## src/rtl/drum_pkg.sv

```systemverilog
// Shared constants and helpers for the DRUM approximate multiplier.
//   KMIN    : narrowest truncated mantissa the datapath will use
//   LAT     : cycles from input acceptance to out_valid with no stall
//   clamp_k : maps a raw runtime mantissa request onto [KMIN, kmax]
package drum_pkg;

    localparam int KMIN = 3;
    localparam int LAT  = 3;

    function automatic int clamp_k(input int k_req, input int kmax);
        if (k_req < KMIN) begin
            return KMIN;
        end
        if (k_req > kmax) begin
            return kmax;
        end
        return k_req;
    endfunction

endpackage

```

## src/rtl/drum_operand_encode.sv

```systemverilog
// Purely combinational DRUM operand encoder (one instance per operand).
// Takes an operand, derives its magnitude (two's complement when signed_mode),
// finds the leading one and produces a K-bit mantissa plus the left shift
// that restores its weight.
//   x           : W-bit operand
//   signed_mode : 1 = x is two's complement, 0 = unsigned
//   k           : effective mantissa width, already clamped to [3, KMAX]
//   mant        : truncated mantissa, zero-extended to KMAX bits
//   shift       : weight of the mantissa LSB
//   sign        : operand is negative (only ever set in signed mode)
module drum_operand_encode #(
    parameter int W    = 16,
    parameter int KMAX = 8
) (
    input  logic [W-1:0]                x,
    input  logic                        signed_mode,
    input  logic [$clog2(KMAX+1)-1:0]   k,
    output logic [KMAX-1:0]             mant,
    output logic [$clog2(W)-1:0]        shift,
    output logic                        sign
);

    localparam int LW = $clog2(W);

    logic [W-1:0] mag;
    int           lead_i;
    int           k_i;

    always_comb begin
        sign   = signed_mode & x[W-1];
        // The most negative value wraps back onto itself, which read as
        // unsigned is exactly 2^(W-1) -- the magnitude we want.
        mag    = sign ? (~x + W'(1)) : x;
        k_i    = int'(k);

        // Highest set bit wins because later iterations overwrite.
        lead_i = 0;
        for (int i = 0; i < W; i++) begin
            if (mag[i]) begin
                lead_i = i;
            end
        end

        if (lead_i <= k_i - 1) begin
            // Small operand: represented exactly, bits above K-1 are zero.
            mant  = mag[KMAX-1:0];
            shift = '0;
        end else begin
            // Keep the leading one and the next K-2 bits, then force the
            // LSB to one: that stands in for the expected value of the
            // discarded tail and makes the error unbiased.
            shift = LW'(lead_i - k_i + 1);
            mant  = KMAX'(mag >> shift) | KMAX'(1);
        end
    end

endmodule

```

## src/rtl/drum_pipe_mult.sv

```systemverilog
// Three-stage pipelined DRUM approximate multiplier with valid/ready
// handshakes on both sides and an opaque tag carried alongside each result.
//   S1 : encode both operands (combinational) and register mantissas/shifts
//   S2 : K x K mantissa multiply
//   S3 : restore weight by shifting, negate when the signs differ
// Ports:
//   clk, rst                 : single clock, synchronous active-high reset
//   in_valid/in_ready        : input handshake
//   a, b, k_sel, signed_mode : operands, requested mantissa width, mode
//   in_tag / out_tag         : tag travelling with the transaction
//   out_valid/out_ready      : output handshake
//   r                        : approximate N+M bit product
module drum_pipe_mult
    import drum_pkg::*;
#(
    parameter int N    = 16,
    parameter int M    = 16,
    parameter int KMAX = 8,
    parameter int TW   = 4
) (
    input  logic                       clk,
    input  logic                       rst,
    input  logic                       in_valid,
    output logic                       in_ready,
    input  logic [N-1:0]               a,
    input  logic [M-1:0]               b,
    input  logic [$clog2(KMAX+1)-1:0]  k_sel,
    input  logic                       signed_mode,
    input  logic [TW-1:0]              in_tag,
    output logic                       out_valid,
    input  logic                       out_ready,
    output logic [N+M-1:0]             r,
    output logic [TW-1:0]              out_tag
);

    localparam int KW = $clog2(KMAX+1);
    localparam int SA = $clog2(N);
    localparam int SB = $clog2(M);
    localparam int SW = $clog2(N+M);
    localparam int PW = 2*KMAX;
    localparam int RW = N+M;

    // Operand encoding, feeding the S1 register.
    logic [KW-1:0]   k_eff;
    logic [KMAX-1:0] mant_a, mant_b;
    logic [SA-1:0]   shift_a;
    logic [SB-1:0]   shift_b;
    logic            sign_a, sign_b;

    assign k_eff = KW'(clamp_k(int'(k_sel), KMAX));

    drum_operand_encode #(.W(N), .KMAX(KMAX)) u_enc_a (
        .x           (a),
        .signed_mode (signed_mode),
        .k           (k_eff),
        .mant        (mant_a),
        .shift       (shift_a),
        .sign        (sign_a)
    );

    drum_operand_encode #(.W(M), .KMAX(KMAX)) u_enc_b (
        .x           (b),
        .signed_mode (signed_mode),
        .k           (k_eff),
        .mant        (mant_b),
        .shift       (shift_b),
        .sign        (sign_b)
    );

    // Pipeline registers.
    logic            s1_valid_reg, s2_valid_reg, s3_valid_reg;
    logic [KMAX-1:0] s1_mant_a_reg, s1_mant_b_reg;
    logic [SW-1:0]   s1_shift_reg, s2_shift_reg;
    logic            s1_neg_reg, s2_neg_reg;
    logic [TW-1:0]   s1_tag_reg, s2_tag_reg, s3_tag_reg;
    logic [PW-1:0]   s2_prod_reg;
    logic [RW-1:0]   s3_r_reg;

    // A stage can take new data when it is empty or its content is leaving
    // this cycle; chaining these lets bubbles collapse under backpressure.
    logic s1_ready, s2_ready, s3_ready;

    assign s3_ready = !s3_valid_reg || out_ready;
    assign s2_ready = !s2_valid_reg || s3_ready;
    assign s1_ready = !s1_valid_reg || s2_ready;
    assign in_ready = !rst && s1_ready;

    logic [SW-1:0] shift_sum_next;
    logic [PW-1:0] prod_next;
    logic [RW-1:0] shifted;
    logic [RW-1:0] res_next;

    always_comb begin
        shift_sum_next = SW'(shift_a) + SW'(shift_b);
        prod_next      = PW'(s1_mant_a_reg) * PW'(s1_mant_b_reg);
        shifted        = RW'(s2_prod_reg) << s2_shift_reg;
        res_next       = shifted;
        if (s2_neg_reg && (shifted != '0)) begin
            res_next = ~shifted + RW'(1);
        end
    end

    always_ff @(posedge clk) begin
        if (rst) begin
            s1_valid_reg  <= 1'b0;
            s2_valid_reg  <= 1'b0;
            s3_valid_reg  <= 1'b0;
            s1_mant_a_reg <= '0;
            s1_mant_b_reg <= '0;
            s1_shift_reg  <= '0;
            s1_neg_reg    <= 1'b0;
            s1_tag_reg    <= '0;
            s2_prod_reg   <= '0;
            s2_shift_reg  <= '0;
            s2_neg_reg    <= 1'b0;
            s2_tag_reg    <= '0;
            s3_r_reg      <= '0;
            s3_tag_reg    <= '0;
        end else begin
            // S1: accept and encode.
            if (s1_ready) begin
                s1_valid_reg <= in_valid;
            end
            if (in_valid && s1_ready) begin
                s1_mant_a_reg <= mant_a;
                s1_mant_b_reg <= mant_b;
                s1_shift_reg  <= shift_sum_next;
                s1_neg_reg    <= sign_a ^ sign_b;
                s1_tag_reg    <= in_tag;
            end

            // S2: mantissa product.
            if (s2_ready) begin
                s2_valid_reg <= s1_valid_reg;
            end
            if (s1_valid_reg && s2_ready) begin
                s2_prod_reg  <= prod_next;
                s2_shift_reg <= s1_shift_reg;
                s2_neg_reg   <= s1_neg_reg;
                s2_tag_reg   <= s1_tag_reg;
            end

            // S3: output register; held untouched while stalled.
            if (s3_ready) begin
                s3_valid_reg <= s2_valid_reg;
            end
            if (s2_valid_reg && s3_ready) begin
                s3_r_reg   <= res_next;
                s3_tag_reg <= s2_tag_reg;
            end
        end
    end

    assign out_valid = s3_valid_reg;
    assign r         = s3_r_reg;
    assign out_tag   = s3_tag_reg;

endmodule

```

## config.mk

```make
export PLATFORM = sky130hd
export DESIGN_NAME = drum_pipe_mult
export DESIGN_NICKNAME = d
export VERILOG_FILES = /design/src/rtl/drum_pkg.sv /design/src/rtl/drum_operand_encode.sv /design/src/rtl/drum_pipe_mult.sv
export SDC_FILE = /design/constraint.sdc
export NUM_CORES = 1
export LEC_CHECK = 0
export BUFFER_PORTS_ARGS = -buffer_cell sky130_fd_sc_hd__buf_2
export CORE_MARGIN = 2
export CORE_UTILIZATION = 50
export DETAILED_ROUTE_END_ITERATION = 12
export PLACE_DENSITY = 0.68
export SLEW_MARGIN = 5
export SYNTH_ARGS = -nofsm -noshare
export SYNTH_HDL_FRONTEND = slang
export SYNTH_SLANG_ARGS = --single-unit
```

## constraint.sdc

```tcl
create_clock -name clk -period 17.8 [get_ports clk]
set_clock_uncertainty 0.05 [all_clocks]
set_input_delay 4.45 -clock clk [delete_from_list [all_inputs] [get_ports clk]]
set_output_delay 4.45 -clock clk [all_outputs]
set_load 0.01 [all_outputs]
```

==> results.md <==
* Status: completed
* # Max-Cap Violations at 0
* Crit-path max FO at 8
* Avg Inst Size Synth at 7.80 um2
* Vias/cell at 6.13
* # setup viols final at 0
* Max Clk Rate at 102 MHz
* Die area at 22800 um2
* Number of buffers added on ports at 82
* Initial Util at 0.512
* Core Box Area at 21100 um2
* Min cycle time layout at 9770 ps
* Drt first-iter violations at 1067
* Slowest library cell on the worst path: nor2b_1
* Fin util at 0.552
* Die extent in x at 151 um
* Final period util at 0.549
* Max FFs per register at 32
* Residual DRC at 0
* GRT overflow at 0
* Final wirelength at 29900 um
* Endpoints failing hold at 0
* Main flop type after synthesis: dfxtp_1
* Routed WL per cell at 17.8 um
* Worst Max-Slew Pin Slew at 1050 ps
* Die height at 151 um
* # IOs at 83
* Clk sink count at 91
* # resized after CTS at 0
* #FFs+latches synth at 91
* Unrepaired setup endpoints after global routing: no
* Crit start category: input port
* Root buf cell: clkbuf_16
* CP Capture Type: output pin
* Setup TNS at 0 ps
* Crit-path cells: buf_2, nor2b_1, a31oi_1, buf_2
* HPWL after detailed placement at 22700 um
* DRT Pass-1 Iters at 6
* Post-cts hold buffer count at 0
* Clock Path Buffers at 2
* Fill cells at 2025
* Area growth from synthesis to layout at 7.69%
* Largest net degree at the start of global routing at 55
* Sw Pwr at 0.384 mW
* # diodes at 0
* Postcts setup bufs at 0
* Synth async-reset ratio at 0
* Worst slew margin at 0.294
* HP Class: reg2reg
* Peak supply drop at 50.4 uV
* Distinct cells, synth at 104
* H-tree levels at 3
* Routability Congestion at 0.935
* Worst skew pair latency at 360 ps
* Most used cell, CP: buf_2
* Clock share of power at 0.251
* Post-synth EDFFs at 0
* Share of layout cells above drive strength 1 at 0.133
* TritonCTS clock tree: done
* Worst-path clk slew at 70 ps
* Nets at 1548
* Vias in the first global route at 9926
* Post-DRT Antenna Nets at 0
* Initial antenna violation count at 0
* Critical path arrival at 5270 ps
* Final Slew Violations at 0
* Pint at 0.541 mW
* Post-synthesis cell count at 1385
* Syn. warnings at 0
* Global Route Usage Sum at 0.270
* Switch share at 0.416
* Synthesized area at 10800 um2
* Sequential Power Share at 0.270
* First-pass GRT wire length at 49800 um
* Vias at 10300
* Crit path kind: in2out
* Share of the yosys chip area belonging to registers at 0.169
* Leakage at 4.89 nW
* Worst Path Required at 13300 ps
* Worst path max stage delay at 410 ps
* Row cnt at 53
* Power share of the combinational group at 0.479
* Number of CTS-inserted buffers at 9
* Power Density at 79.5 nW/um2
## placed cells by master, fill, tap and decap left out, types with 13 or more instances in the layout
master    synthesis  final
a21oi_1         105    105
a211oi_1         30     30
xnor2_1          40     40
nand3_1          29     29
dfxtp_1          91     90
mux2i_1          56     56
ha_1             60     60
nor3_1           29     29
or3_1            13     13
a31oi_1          17     16
mux2_2           24     24
nand2_1         171    171
inv_1            91     91
o211ai_1         16     16
fa_1             39     39
xor2_1           24     24
nor2b_1          17     16
o21ai_0          64     64
mux4_2           15     15
buf_2            15     82
nor2_1           99     99
and2_1           59     59
## metal layers
metal	up-vias	global-route usage	part of all wire
met4	0	0.0953	0.024
met1	4879	0.354	0.44
met3	55	0.0310	0.058
li1	4977	-	-
met2	415	0.459	0.48
met5	-	0	0
## metrics by stage
| step | cell area, um2 | cells | setup WS (ps) | total power, mW | hold slack [ps] |
|---|---|---|---|---|---|
| finish | 11600 | 1684 | 8030 | 0.925 | 393 |
| global route | 11600 | 1684 | 7840 | 0.991 | 414 |
| CTS | 11600 | 1684 | 8020 | 0.924 | 397 |
| detailed placement | 11300 | 1668 | 8010 | 0.689 | 388 |
| global placement | 11300 | 1668 | 8060 | 0.684 | 386 |
| floorplan | 10800 | 1386 | 7890 | 0.589 | 382 |
## worst max-delay path: cells and delay by family
family          cells  cell delay (ps)
compound gates      1              150
buf+inv             2              250
simple gates        1              410
## power groups by stage
stage                     registers [mW]  logic, mW  clock network [mW]
final                              0.250      0.443               0.232
after global routing               0.252      0.496               0.243
after CTS                          0.249      0.440               0.235
after detailed placement           0.254      0.436                   0
after global placement             0.253      0.431                   0
after floorplan                    0.237      0.352                   0
## kinds of logic after synthesis
logic type | after synthesis | synth area share
AOI/OAI and AO/OA | 349 | 0.218
xor gates and xnor gates | 66 | 0.0549
adders and majority gates | 99 | 0.142
buffers and inverters | 179 | 0.0671
DFF | 91 | 0.169
muxes | 98 | 0.113
other | 1 | 0.000347
and+or+nand+nor | 502 | 0.236
## path summary, 6_finish.rpt
kind | to | from | slack, ps | depth (start not counted)
worst max-delay path | in_ready | out_ready | 8030 | 4
worst min register to register | s2_shift_reg[1] | s1_shift_reg[1] | 390 | 2
worst min-delay path | s2_shift_reg[1] | s1_shift_reg[1] | 390 | 2
worst max register to register | s2_prod_reg[14] | s1_mant_b_reg[4] | 13070 | 16
## area by class of cell
| class | instances | area [um2] | area share |
|---|---|---|---|
| sequential | 91 | 1820 | 0.157 |
| multi-input combinational | 1116 | 8270 | 0.711 |
| timing repair buffer | 93 | 493 | 0.0424 |
| clock inverter | 6 | 116 | 0.0100 |
| tap | 275 | 344 | 0.0296 |
| clock buffer | 10 | 239 | 0.0205 |
| inverter | 93 | 349 | 0.0300 |
## synthesized netlist by cell type (all sizes together) (6+ instances only)
master,count,area [um2]
buf,24,143
nor2b,17,106
and3,11,68.8
xnor2,41,367
clkbuf,62,233
mux2,26,293
o21a,10,75.1
and2,60,377
mux4,16,364
fa,39,781
nand3b,8,60.1
a211oi,30,225
nand2,171,642
nand4,9,56.3
a31oi,17,106
nor2,99,372
dfxtp,91,1820
mux2i,56,561
or3,13,81.3
nor3,32,194
xor2,25,226
nor4,10,77.6
nand3,30,163
inv,92,345
ha,60,751
o41ai,7,114
a21oi,107,543
o211ai,16,120
a22oi,11,82.6
a21o,7,52.6
nand2b,12,77.6
o22ai,6,43.8
o21ai,66,334
Note: power is estimated with default switching activity, not from simulation.
